<file path="config.mk">
export PLATFORM = sky130hd
export DESIGN_NAME = hc_csr_bank
export DESIGN_NICKNAME = d
export VERILOG_FILES = /design/src/rtl/hc_csr_bank_pkg.sv /design/src/rtl/hc_csr_bank.sv
export SDC_FILE = /design/constraint.sdc
export NUM_CORES = 1
export LEC_CHECK = 0
export ABC_AREA = 0
export ABC_CLOCK_PERIOD_IN_PS = 7450
export BUFFER_PORTS_ARGS = -buffer_cell sky130_fd_sc_hd__buf_4
export CELL_PAD_IN_SITES_DETAIL_PLACEMENT = 0
export CELL_PAD_IN_SITES_GLOBAL_PLACEMENT = 1
export CORE_AREA = 5 5 318 320
export CTS_CLUSTER_DIAMETER = 200
export DETAILED_ROUTE_END_ITERATION = 10
export DIE_AREA = 0 0 323 325
export MAX_ROUTING_LAYER = met4
export PLACE_DENSITY = 0.53
export REMOVE_ABC_BUFFERS = 1
export SETUP_SLACK_MARGIN = 0.4
export SLEW_MARGIN = 20
export SYNTH_ARGS = -nofsm -noshare
export SYNTH_HDL_FRONTEND = slang
export SYNTH_SLANG_ARGS = --single-unit
</file>
<file path="constraint.sdc">
create_clock -name clk -period 7.45 [get_ports clk]
set_clock_uncertainty 0.2 [all_clocks]
set_input_delay 0.3725 -clock clk [delete_from_list [all_inputs] [get_ports clk]]
set_output_delay 0.3725 -clock clk [all_outputs]
set_load 0.01 [all_outputs]
</file>
<file path="src/rtl/hc_csr_bank_pkg.sv">
// CCI-P MMIO channel payloads used by the HardCloud CSR bank.
package hc_csr_bank_pkg;

    localparam int unsigned MMIO_ADDR_W = 16;
    localparam int unsigned TID_W       = 9;
    localparam int unsigned CL_DATA_W   = 512;
    localparam int unsigned MMIO_DATA_W = 64;

    // MMIO request header carried on c0 Rx (address is in 32-bit words)
    typedef struct packed {
        logic [MMIO_ADDR_W-1:0] address;
        logic [1:0]             length;
        logic                   rsvd;
        logic [TID_W-1:0]       tid;
    } t_ccip_c0_ReqMmioHdr;

    // c0 Rx: host MMIO read/write requests
    typedef struct packed {
        t_ccip_c0_ReqMmioHdr    hdr;
        logic                   mmioRdValid;
        logic                   mmioWrValid;
        logic [CL_DATA_W-1:0]   data;
    } t_if_ccip_c0_Rx;

    // MMIO read response header
    typedef struct packed {
        logic [TID_W-1:0]       tid;
    } t_ccip_c2_RspMmioHdr;

    // c2 Tx: MMIO read responses
    typedef struct packed {
        t_ccip_c2_RspMmioHdr    hdr;
        logic                   mmioRdValid;
        logic [MMIO_DATA_W-1:0] data;
    } t_if_ccip_c2_Tx;

endpackage

</file>
<file path="src/rtl/hc_csr_bank.sv">
// MMIO control/status register bank: decodes host MMIO accesses, holds the
// DSM base and buffer descriptor table, and runs the application control FSM.
module hc_csr_bank
    import hc_csr_bank_pkg::*;
#(
    parameter int unsigned NUM_BUFFERS = 2,
    parameter logic [15:0] BUF_BASE    = 16'h120,
    parameter logic [63:0] DFH_VALUE   = 64'h1000_0100_0000_0000,
    parameter logic [63:0] AFU_ID_L    = 64'h0,
    parameter logic [63:0] AFU_ID_H    = 64'h0
) (
    input  logic                        clk,
    input  logic                        reset,
    input  t_if_ccip_c0_Rx              rx_c0,
    output t_if_ccip_c2_Tx              tx_c2,
    input  logic                        app_done,
    output logic                        app_reset,
    output logic                        app_start,
    output logic                        running,
    output logic [63:0]                 dsm_base,
    output logic [NUM_BUFFERS*42-1:0]   buf_addr,
    output logic [NUM_BUFFERS*32-1:0]   buf_size,
    output logic [NUM_BUFFERS-1:0]      buf_valid
);

    localparam int unsigned OFF_W     = MMIO_ADDR_W + 2;
    localparam int unsigned WIN_IDX_W = OFF_W - 4;
    localparam int unsigned ADDR_W    = 42;
    localparam int unsigned SIZE_W    = 32;
    localparam int unsigned CTRL_W    = 32;
    localparam int unsigned CNT_W     = 64;
    localparam int unsigned DONE_W    = 16;

    localparam logic [OFF_W-1:0] OFF_DFH        = 18'h000;
    localparam logic [OFF_W-1:0] OFF_AFU_ID_L   = 18'h008;
    localparam logic [OFF_W-1:0] OFF_AFU_ID_H   = 18'h010;
    localparam logic [OFF_W-1:0] OFF_RUN_CYCLES = 18'h100;
    localparam logic [OFF_W-1:0] OFF_STATUS     = 18'h108;
    localparam logic [OFF_W-1:0] OFF_DSM_BASE   = 18'h110;
    localparam logic [OFF_W-1:0] OFF_CONTROL    = 18'h118;

    localparam logic [CTRL_W-1:0] CMD_ASSERT_RST   = 32'h0;
    localparam logic [CTRL_W-1:0] CMD_DEASSERT_RST = 32'h1;
    localparam logic [CTRL_W-1:0] CMD_START        = 32'h3;
    localparam logic [CTRL_W-1:0] CMD_STOP         = 32'h7;

    typedef enum logic [1:0] {
        S_RESET = 2'd0,
        S_IDLE  = 2'd1,
        S_RUN   = 2'd2,
        S_DONE  = 2'd3
    } state_t;

    state_t                 state_q;
    state_t                 state_next;
    logic                   app_reset_d;
    logic                   app_start_d;
    logic                   running_d;

    logic [CTRL_W-1:0]      control_q;
    logic [CNT_W-1:0]       run_cycles_q;
    logic [DONE_W-1:0]      done_count_q;

    logic [ADDR_W-1:0]      addr_q [NUM_BUFFERS];
    logic [SIZE_W-1:0]      size_q [NUM_BUFFERS];
    logic [NUM_BUFFERS-1:0] addr_seen_q;
    logic [NUM_BUFFERS-1:0] size_seen_q;
    logic [NUM_BUFFERS-1:0] valid_q;

    // Request decode shared by the read and write paths
    logic [OFF_W-1:0]       off;
    logic [OFF_W-1:0]       win_off;
    logic [WIN_IDX_W-1:0]   win_idx;
    logic                   aligned;
    logic                   in_win;
    logic                   locked;
    logic [63:0]            wdata;
    logic [CTRL_W-1:0]      cmd;
    logic                   ctrl_wr;
    logic                   dsm_wr;
    logic                   desc_wr;
    logic                   assert_rst;
    logic                   done_hit;
    logic [63:0]            rd_data;

    assign off        = {rx_c0.hdr.address, 2'b00};
    assign win_off    = off - OFF_W'(BUF_BASE);
    assign win_idx    = win_off[OFF_W-1:4];
    assign aligned    = (off[2:0] == 3'b000);
    assign in_win     = aligned && (off >= OFF_W'(BUF_BASE)) &&
                        (win_idx < WIN_IDX_W'(NUM_BUFFERS));
    assign locked     = (state_q == S_RUN);
    assign wdata      = rx_c0.data[63:0];
    assign cmd        = wdata[CTRL_W-1:0];
    assign ctrl_wr    = rx_c0.mmioWrValid && (off == OFF_CONTROL);
    assign dsm_wr     = rx_c0.mmioWrValid && (off == OFF_DSM_BASE) && !locked;
    assign desc_wr    = rx_c0.mmioWrValid && in_win && !locked;
    assign assert_rst = ctrl_wr && (cmd == CMD_ASSERT_RST);
    // A CONTROL write in the same cycle takes precedence over app_done
    assign done_hit   = app_done && !ctrl_wr && (state_q == S_RUN);

    // FSM state register; outputs are registered from the next-state decode
    always_ff @(posedge clk) begin
        if (reset) begin
            state_q   <= S_RESET;
            app_reset <= 1'b1;
            app_start <= 1'b0;
            running   <= 1'b0;
        end else begin
            state_q   <= state_next;
            app_reset <= app_reset_d;
            app_start <= app_start_d;
            running   <= running_d;
        end
    end

    // FSM next state from CONTROL commands and app_done
    always_comb begin
        state_next = state_q;
        if (ctrl_wr) begin
            case (cmd)
                CMD_ASSERT_RST: begin
                    state_next = S_RESET;
                end
                CMD_DEASSERT_RST: begin
                    if (state_q == S_RESET) state_next = S_IDLE;
                end
                CMD_START: begin
                    if (state_q == S_IDLE || state_q == S_DONE) state_next = S_RUN;
                end
                CMD_STOP: begin
                    if (state_q == S_RUN || state_q == S_DONE) state_next = S_IDLE;
                end
                default: begin
                    state_next = state_q;
                end
            endcase
        end else if (done_hit) begin
            state_next = S_DONE;
        end
    end

    // FSM output decode; app_start marks entry into S_RUN
    always_comb begin
        app_reset_d = 1'b0;
        app_start_d = 1'b0;
        running_d   = 1'b0;
        if (state_next == S_RESET) app_reset_d = 1'b1;
        if (state_next == S_RUN)   running_d   = 1'b1;
        if (state_next == S_RUN && state_q != S_RUN) app_start_d = 1'b1;
    end

    // Run-cycle counter (saturating) and completion counter (wrapping)
    always_ff @(posedge clk) begin
        if (reset) begin
            run_cycles_q <= '0;
            done_count_q <= '0;
        end else begin
            if (app_start_d) begin
                run_cycles_q <= '0;
            end else if (state_q == S_RUN && run_cycles_q != '1) begin
                run_cycles_q <= run_cycles_q + CNT_W'(1);
            end
            if (assert_rst) begin
                done_count_q <= '0;
            end else if (done_hit) begin
                done_count_q <= done_count_q + DONE_W'(1);
            end
        end
    end

    // CONTROL and DSM base registers
    always_ff @(posedge clk) begin
        if (reset) begin
            control_q <= '0;
            dsm_base  <= '0;
        end else begin
            if (ctrl_wr) control_q <= cmd;
            if (dsm_wr)  dsm_base  <= wdata;
        end
    end

    // Descriptor table; a descriptor becomes valid once both halves are written
    always_ff @(posedge clk) begin
        if (reset) begin
            for (int unsigned i = 0; i < NUM_BUFFERS; i++) begin
                addr_q[i] <= '0;
                size_q[i] <= '0;
            end
            addr_seen_q <= '0;
            size_seen_q <= '0;
            valid_q     <= '0;
        end else if (assert_rst) begin
            addr_seen_q <= '0;
            size_seen_q <= '0;
            valid_q     <= '0;
        end else begin
            for (int unsigned i = 0; i < NUM_BUFFERS; i++) begin
                if (desc_wr && win_idx == WIN_IDX_W'(i)) begin
                    if (off[3]) begin
                        size_q[i]      <= wdata[SIZE_W-1:0];
                        size_seen_q[i] <= 1'b1;
                        valid_q[i]     <= addr_seen_q[i];
                    end else begin
                        addr_q[i]      <= wdata[ADDR_W-1:0];
                        addr_seen_q[i] <= 1'b1;
                        valid_q[i]     <= size_seen_q[i];
                    end
                end
            end
        end
    end

    // Flatten descriptor table onto the output buses
    for (genvar g = 0; g < NUM_BUFFERS; g++) begin : g_buf_out
        assign buf_addr[g*ADDR_W +: ADDR_W] = addr_q[g];
        assign buf_size[g*SIZE_W +: SIZE_W] = size_q[g];
    end
    assign buf_valid = valid_q;

    // Read data mux over current (pre-write) register contents
    always_comb begin
        rd_data = '0;
        case (off)
            OFF_DFH:        rd_data = DFH_VALUE;
            OFF_AFU_ID_L:   rd_data = AFU_ID_L;
            OFF_AFU_ID_H:   rd_data = AFU_ID_H;
            OFF_RUN_CYCLES: rd_data = run_cycles_q;
            OFF_STATUS:     rd_data = {32'd0, done_count_q, 14'd0, state_q};
            OFF_DSM_BASE:   rd_data = dsm_base;
            OFF_CONTROL:    rd_data = 64'(control_q);
            default:        rd_data = '0;
        endcase
        for (int unsigned i = 0; i < NUM_BUFFERS; i++) begin
            if (in_win && win_idx == WIN_IDX_W'(i)) begin
                rd_data = off[3] ? 64'(size_q[i]) : 64'(addr_q[i]);
            end
        end
    end

    // Read response, one cycle after the request
    always_ff @(posedge clk) begin
        if (reset) begin
            tx_c2 <= '0;
        end else begin
            tx_c2.mmioRdValid <= rx_c0.mmioRdValid;
            tx_c2.hdr.tid     <= rx_c0.hdr.tid;
            tx_c2.data        <= rd_data;
        end
    end

    // Request fields this block does not consume
    logic unused;
    assign unused = ^{rx_c0.hdr.length, rx_c0.hdr.rsvd,
                      rx_c0.data[CL_DATA_W-1:64], win_off[3:0]};

endmodule
</file>
==> results of run 1 <==
==> where the power goes <==
part / total (uW) / internal [uW] / switching [uW]
registers: 2350 / 2330 / 13.6
clock network: 2580 / 1520 / 1070
logic: 274 / 115 / 159
==> worst reg2reg max path: stages (launching register included) <==
cell	delay (ns)
dfxtp_1	0.54
ha_1	0.25
nand3_1	0.19
nor4_1	0.67
nand4_1	0.79
nor4_1	0.62
xnor2_1	0.17
nor2_1	0.05
==> sequential cells by signal, indices dropped and copies added (netlist names) <==
name,cells
buf_valid,2
addr_seen_q,2
size_q,64
state_q,2
app_reset,1
tx_c2,74
app_start,1
size_seen_q,2
addr_q,84
running,1
control_q,32
dsm_base,64
run_cycles_q,64
done_count_q,16
==> worst paths after layout <==
| kind | from | to | slack, ns | depth (start not counted) |
|---|---|---|---|---|
| worst max-delay path | rx_c0[8] | size_q[0][40] | 2.68 | 9 |
| worst min-delay path | reset | dsm_base[59] | 0.02 | 2 |
| worst max register to register | run_cycles_q[0] | run_cycles_q[44] | 3.82 | 7 |
| worst min register to register | control_q[17] | control_q[17] | 0.25 | 2 |
==> repair_timing <==
action	in CTS	in global routing
hold buffers	75	0
setup endpoints to repair	0	0
hold endpoints to repair	257	0
resized for setup	0	0
==> layout make-up <==
| cell class | count | area [um2] |
|---|---|---|
| Clock buffer | 70 | 1460 |
| Fill cell | 10400 | 73900 |
| Sequential cell | 409 | 9670 |
| Timing Repair Buffer | 492 | 3880 |
| Inverter | 19 | 71.3 |
| Tap cell | 1287 | 1610 |
| Multi-Input combinational cell | 1126 | 6960 |
| Antenna cell | 6 | 15.0 |
| Clock inverter | 27 | 260 |
==> layout by cell type (no fill, tap or decap), drive strengths merged, types with 4 or more instances in the layout <==
| master | Yosys | routed |
|---|---|---|
| a211oi | 8 | 8 |
| a21o | 7 | 7 |
| a21oi | 157 | 157 |
| a221oi | 44 | 44 |
| a222oi | 15 | 15 |
| a22o | 17 | 17 |
| a22oi | 32 | 32 |
| a31oi | 5 | 5 |
| and2 | 80 | 80 |
| and3 | 14 | 14 |
| and4 | 8 | 8 |
| buf | 19 | 417 |
| bufinv | 0 | 4 |
| clkbuf | 95 | 70 |
| clkinv | 0 | 14 |
| clkinvlp | 0 | 5 |
| dfxtp | 261 | 261 |
| diode | 0 | 6 |
| dlygate4sd3 | 0 | 75 |
| edfxtp | 148 | 148 |
| inv | 19 | 23 |
| mux2 | 38 | 38 |
| mux2i | 36 | 36 |
| nand2 | 238 | 238 |
| nand3 | 40 | 40 |
| nand4 | 31 | 31 |
| nor2 | 88 | 88 |
| nor2b | 17 | 17 |
| nor3 | 22 | 22 |
| nor4 | 30 | 30 |
| o21ai | 61 | 61 |
| o31ai | 19 | 19 |
| o32a | 4 | 4 |
| or3 | 20 | 20 |
| or4 | 26 | 26 |
| xnor2 | 24 | 24 |
| xor2 | 13 | 13 |
==> per-layer routing <==
layer	vias up	track usage, %	part of all wire [%]
met5	-	-	0
met4	0	3.43	2.1
met3	88	3.81	7.6
met2	505	24.5	48
met1	7501	18.7	43
li1	7042	-	-
==> cells by family (layout without fill, tap and decap cells) <==
kind of cell,Yosys count,in the layout
AO/OA/AOI/OAI,384,384
flip-flops,409,409
XOR/XNOR,37,37
multiplexers,74,74
adder cells (fa/ha/maj),3,3
other,0,6
AND/OR/NAND/NOR,628,628
buffers and inverters,133,608
==> stage by stage <==
step	utilization [%]	hold WS [ns]	worst slack [ns]	std cells	total power (uW)
floorplan	-	0.225	0.284	1554	2460
detailed placement	21.9	0.243	2.72	3258	2640
global route	24.5	0.0342	2.62	3436	5400
CTS	24.4	0.0239	2.70	3430	5310
finish	24.5	0.0209	2.68	3436	5200
global placement	21.9	0.238	2.74	3258	2640
==> summary.txt, run 1 <==
STA
  – Setup TNS: 0 ns
  – Setup Viol. Count Final: 0
  – RSZ-0062 raised after global routing: no
  – Hold Fails Final Rpt: 0
  – Final Max Tran Viols: 0
  – Fmax: 209 MHz
  – Worst slew pin tran: 1.07 ns
  – Max transition margin: 27.7%
  – Fin crit share: between 60% and 70%
  – Post-layout min period: 4.77 ns

Yosys
  – Area contributors post-synth: dfxtp_1 31%, edfxtp_1 26%, nand2_1 5.2%
  – Synth Flop Type: dfxtp_1
  – Post-synthesis sequential area ratio: a little under three fifths
  – Largest family of logic cells by synthesized area: simple AND/OR/NAND/NOR gates
  – Number of synthesized flops with an enable pin: 148
  – Mux contribution to synthesized area: between 4 and 5%
  – Ys async rst share: 0%
  – Ys Warns: 0
  – Cell Area, Synth: 17100 um2
  – Share of the synthesized area in the top cell type: 30.6%
  – Syn_area_per_cell: 10.2 um2
  – #FFs+latches synth: 409
  – Synth Area in Compound Gates: ~15%
  – Adder-cell share of the synthesized area: 0.220%
  – Synth Area in XOR/XNOR: about 1.9%
  – Simple-Gate Fraction of Synth Area: 18.7%
  – Area leader, netlist: dfxtp_1
  – Synth cell types: 63
  – Synth Instances: 1668
  – Top cells by count, synth: 261 x dfxtp_1, 238 x nand2_1, 157 x a21oi_1
  – Most frequent cell after synthesis: dfxtp_1

CTS
  – TritonCTS Sinks: 409
  – CTS Buf Count: 53
  – Clock latency at the later pin of the worst-skew pair: 0.60 ns
  – TritonCTS clock tree: done
  – Clk slew on worst S/H paths: ~0.06 ns
  – H-tree Lvls: 2
  – CTS Buffer Depth: 3
  – Postcts setup bufs: 0
  – CTS root buf: clkbuf_16

Global routing
  – Global-route wire length before repair: 112 mm
  – Initial antenna violation count: 10
  – Vias in the first global route: 15300
  – GR Overflow Total: 0
  – Gr usage total: 15.0%
  – Largest net degree at the start of global routing: 74

Routing
  – Total number of vias: 15100
  – Vias per std cell: 4.41
  – Wire per inst: 23.3 um
  – Routed wire length: approximately 80 mm
  – Routed Antenna Nets: 0
  – 1st-iter DRT viols: between 1000 and 1500
  – TritonRoute pass-1 iters: 5
  – Drt drc: 0

Final layout
  – Finished layout cell area: 23900 um2
  – Nets: 2649
  – Area growth syn-to-layout: 40.2%
  – Layout cell share with drive strength beyond 1: between 20% and 30%

Critical path
  – Worst Path Required: 7.55 ns
  – Worst-path maximum fanout: 22
  – Setup crit end kind: flip-flop
  – Crit path DAT: between 4 and 5 ns
  – Critical path buffers and inverters: 3
  – Critical path's slowest cell: nor4_2
  – Most Frequent Cell on Critical Path: buf_4
  – Kind of critical path: in2reg
  – Crit path max-delay family: simple AND/OR/NAND/NOR gates
  – Critical path, cell by cell: dlygate4sd3_1, buf_4, nor4_2, nand4_1, nor4_1, a21o_1, nor4_4, a21o_2, buf_4
  – Largest stage delay on the critical path: between 0.8 and 0.9 ns
  – Crit start category: primary input

Die
  – Initial Util: between 10% and 20%
  – FP Rows: 115
  – Die Y: 325 um
  – Die footprint: 105000 um2
  – Die W: about 320 um
  – I/O pin count: between 800 and 900
  – CORE AREA: 97800 um2

Placed design
  – Area after DPL: 21400 um2
  – Port-buffer cells: approximately 380
  – Routability Congestion: 0.778
  – HPWL after detailed placement: 56.1 mm

Power
  – Lkg Pwr: 0.00869 uW
  – Power Density: around 220 nW/um2
  – Maximum VDD drop: around 140 uV

Run status
  – Result of the run: finished, final reports clean

Min path
  – Hold Crit Class: in2reg

Flow run
  – Max cap viols: 0
Note: power is estimated with default switching activity, not from simulation.
==> run 2: changes to the inputs <==
--- a/config.mk
+++ b/config.mk
@@ -6,7 +6,7 @@
 export NUM_CORES = 1
 export LEC_CHECK = 0
 export ABC_AREA = 0
-export ABC_CLOCK_PERIOD_IN_PS = 7450
+export ABC_CLOCK_PERIOD_IN_PS = 4900
 export BUFFER_PORTS_ARGS = -buffer_cell sky130_fd_sc_hd__buf_4
 export CELL_PAD_IN_SITES_DETAIL_PLACEMENT = 0
 export CELL_PAD_IN_SITES_GLOBAL_PLACEMENT = 1
==> constraint.sdc (replaced) <==
create_clock -name clk -period 4.9 [get_ports clk]
set_clock_uncertainty 0.2 [all_clocks]
set_input_delay 0.245 -clock clk [delete_from_list [all_inputs] [get_ports clk]]
set_output_delay 0.245 -clock clk [all_outputs]
set_load 0.01 [all_outputs]
==> run 2 against run 1 <==
  * Register-to-register slack worse by 2.4 ns
  * Flip-flop and latch count is the same
  * Die area did not move
  * Global-route usage hardly changed
  * Final area increased by 0.97%
  * Routed wire length shrank 0.19%
  * Final cell count rose by 0.76%
  * Largest cell class unchanged
  * Highest routed layer unchanged
==> summary.txt, run 2 (synthesis gave the netlist of run 1 again) <==
Run status
  – Result of the run: finished, final reports clean (unchanged)

Power
  – Lkg Pwr: 0.00883 uW (was 0.00869 uW)
  – Power Density: 327 nW/um2 (was 218 nW/um2)
  – Design Power: 7910 uW (was 5200 uW)
  – Maximum VDD drop: 219 uV (was 137 uV)

STA
  – Fin crit share: ~80%
  – Fin worst setup slack: 0.975 ns (was 2.68 ns)
  – Max transition margin: 23.3% (was 27.7%)
  – Setup Viol. Count Final: 0 (unchanged)
  – Worst slew pin tran: 1.14 ns (was 1.07 ns)
  – Fmax: 255 MHz
  – Post-layout min period: 3.92 ns
  – RSZ-0062 raised after global routing: no (unchanged)
  – Hold slack: 0.0613 ns (was 0.0209 ns)
  – Hold Fails Final Rpt: 0 (unchanged)
  – Final Max Tran Viols: 0 (unchanged)

Critical path
  – Worst Path Required: 5.05 ns (was 7.55 ns)
  – Crit path max-delay family: buffers and inverters (was simple AND/OR/NAND/NOR gates)
  – Critical path buffers and inverters: 5 (was 3)
  – Critical path, cell by cell: dlygate4sd3_1, buf_4, nor4_1, buf_4, nand4_1, nor4_1, a21o_1, buf_4, nor4_2, buf_4, and2_1 (was dlygate4sd3_1, buf_4, nor4_2, nand4_1, nor4_1, a21o_1, nor4_4, a21o_2, buf_4)
  – Kind of critical path: in2reg (unchanged)
  – Crit start category: primary input (unchanged)
  – Most Frequent Cell on Critical Path: buf_4 (unchanged)
  – Crit path DAT: 4.07 ns (was 4.87 ns)
  – Largest stage delay on the critical path: 0.59 ns (was 0.86 ns)
  – Worst-path maximum fanout: 27 (was 22)
  – Critical path's slowest cell: dlygate4sd3_1 (was nor4_2)
  – Setup crit end kind: flip-flop (unchanged)

Routing
  – Routed Antenna Nets: 0 (unchanged)
  – Metal2 WL: 36.6 mm (was 38.0 mm)
  – 1st-iter DRT viols: 1043 (was 1049)
  – Vias per std cell: 4.39 (was 4.41)
  – Drt drc: 0 (unchanged)
  – Met3 WL post-DR: 6.32 mm (was 6.05 mm)
  – TritonRoute pass-1 iters: 6 (was 5)
  – DR top layer: met4 (unchanged)
  – M1 wire length: 34.1 mm (was 34.2 mm)
  – Routed wire length: 79.8 mm (was 79.9 mm)
  – Wire per inst: 23.0 um (was 23.3 um)
  – Total number of vias: 15200 (was 15100)

Die
  – Initial Util: 17.4% (unchanged)
  – Die W: 323 um (unchanged)
  – Die footprint: 105000 um2 (unchanged)
  – Die Y: 325 um (unchanged)
  – I/O pin count: 836 (unchanged)
  – FP Rows: 115 (unchanged)
  – CORE AREA: 97800 um2 (unchanged)

Placed design
  – Area after DPL: 21600 um2 (was 21400 um2)
  – Placed cells: 3274 (was 3258)
  – Port-buffer cells: 384 (unchanged)
  – Post-Place Setup Slack: 0.934 ns (was 2.72 ns)
  – HPWL after detailed placement: 57.5 mm (was 56.1 mm)
  – Routability Congestion: 0.797 (was 0.778)

CTS
  – H-tree Lvls: 2 (unchanged)
  – TritonCTS Sinks: 409 (unchanged)
  – CTS root buf: clkbuf_16 (unchanged)
  – CTS Buffer Depth: 3 (unchanged)
  – CTS Buf Count: 53 (unchanged)
  – Postcts setup bufs: 0 (unchanged)
  – TritonCTS clock tree: done (unchanged)
  – Clk slew on worst S/H paths: 0.06 ns (about the same)
  – Clock latency at the later pin of the worst-skew pair: 0.61 ns (was 0.60 ns)

Final layout
  – Max FFs per register: 84 (unchanged)
  – Fill count: 10500 (was 10400)
  – Area growth syn-to-layout: 41.6% (was 40.2%)
  – Layout cell share with drive strength beyond 1: 26.8% (was 26.5%)
  – Top Registers: addr_q x84, tx_c2 x74 (unchanged)
  – Top reg by flops: addr_q (unchanged)
  – Finished layout cell area: 24200 um2 (was 23900 um2)
  – Nets: 2672 (was 2649)
  – Commonest non-fill, non-tap cell in the layout: buf_4 (unchanged)
  – Non-Filler Instances: 3462 (was 3436)
  – Most frequent cells in the layout: 429 x buf_4, 261 x dfxtp_1, 238 x nand2_1, 157 x a21oi_1, 148 x edfxtp_1 (was 416 x buf_4, 261 x dfxtp_1, 238 x nand2_1, 157 x a21oi_1, 148 x edfxtp_1)

Global routing
  – Largest net degree at the start of global routing: 65 (was 74)
  – Gr usage total: 14.9% (was 15.0%)
  – Initial antenna violation count: 13 (was 10)
  – Vias in the first global route: 15300 (about the same)
  – Global-route wire length before repair: 111 mm (was 112 mm)
  – GR Overflow Total: 0 (unchanged)

Min path
  – Hold Crit Class: in2reg (unchanged)

Flow run
  – Max cap viols: 0 (unchanged)
==> run 2: what timing repair did <==
item / 4_1_cts / 5_1_grt
hold buffers: 81 / 0
endpoints found under the hold margin: 265 / 0
gates resized for setup: 0 / 0
==> run 2: worst register-to-register path: stages, from the launching register on <==
cell and delay [ns]:
dfxtp_1 0.49, nand4_2 0.21, or4_1 0.60, or4_1 0.74, nor3_4 0.53, buf_4 0.36, or4b_2 0.18, a21oi_1 0.06
==> run 2: path summary, 6_finish.rpt <==
| check | from | endpoint | slack [ns] | cells after the start |
|---|---|---|---|---|
| min | rx_c0[530] | app_start | 0.06 | 6 |
| min reg2reg | control_q[26] | control_q[26] | 0.25 | 2 |
| max | rx_c0[8] | addr_q[0][32] | 0.98 | 11 |
| max reg2reg | run_cycles_q[40] | run_cycles_q[63] | 1.40 | 7 |
==> run 2: cell type report <==
class                      count  area (um2)  area share, %
antenna                        9        22.5         0.0932
clock buffer                  75        1480           6.13
clock inverter                22         234          0.968
inverter                      19        71.3          0.295
multi-input combinational   1126        6950           28.8
sequential                   409        9670           40.0
tap                         1287        1610           6.66
timing repair buffer         515        4120           17.1
==> run 2: metal layers <==
layer / vias to the layer above / track usage (%)
met2: 508 / 23.2
met3: 104 / 4.29
met5: - / -
li1: 7085 / -
met1: 7492 / 18.6
met4: 0 / 5.19
==> run 2: per-stage QoR <==
stage | utilization [%] | TNS [ns]
floorplan | - | -139.66
global placement | 22.1 | 0
detailed placement | 22.1 | 0
CTS | 24.6 | 0
global route | 24.7 | 0
finish | 24.7 | 0
==> run 2: report_power, final <==
group | internal (uW) | total, uW | switching [uW]
registers | 3550 | 3570 | 21.3
logic | 183 | 428 | 245
clock network | 2310 | 3910 | 1600
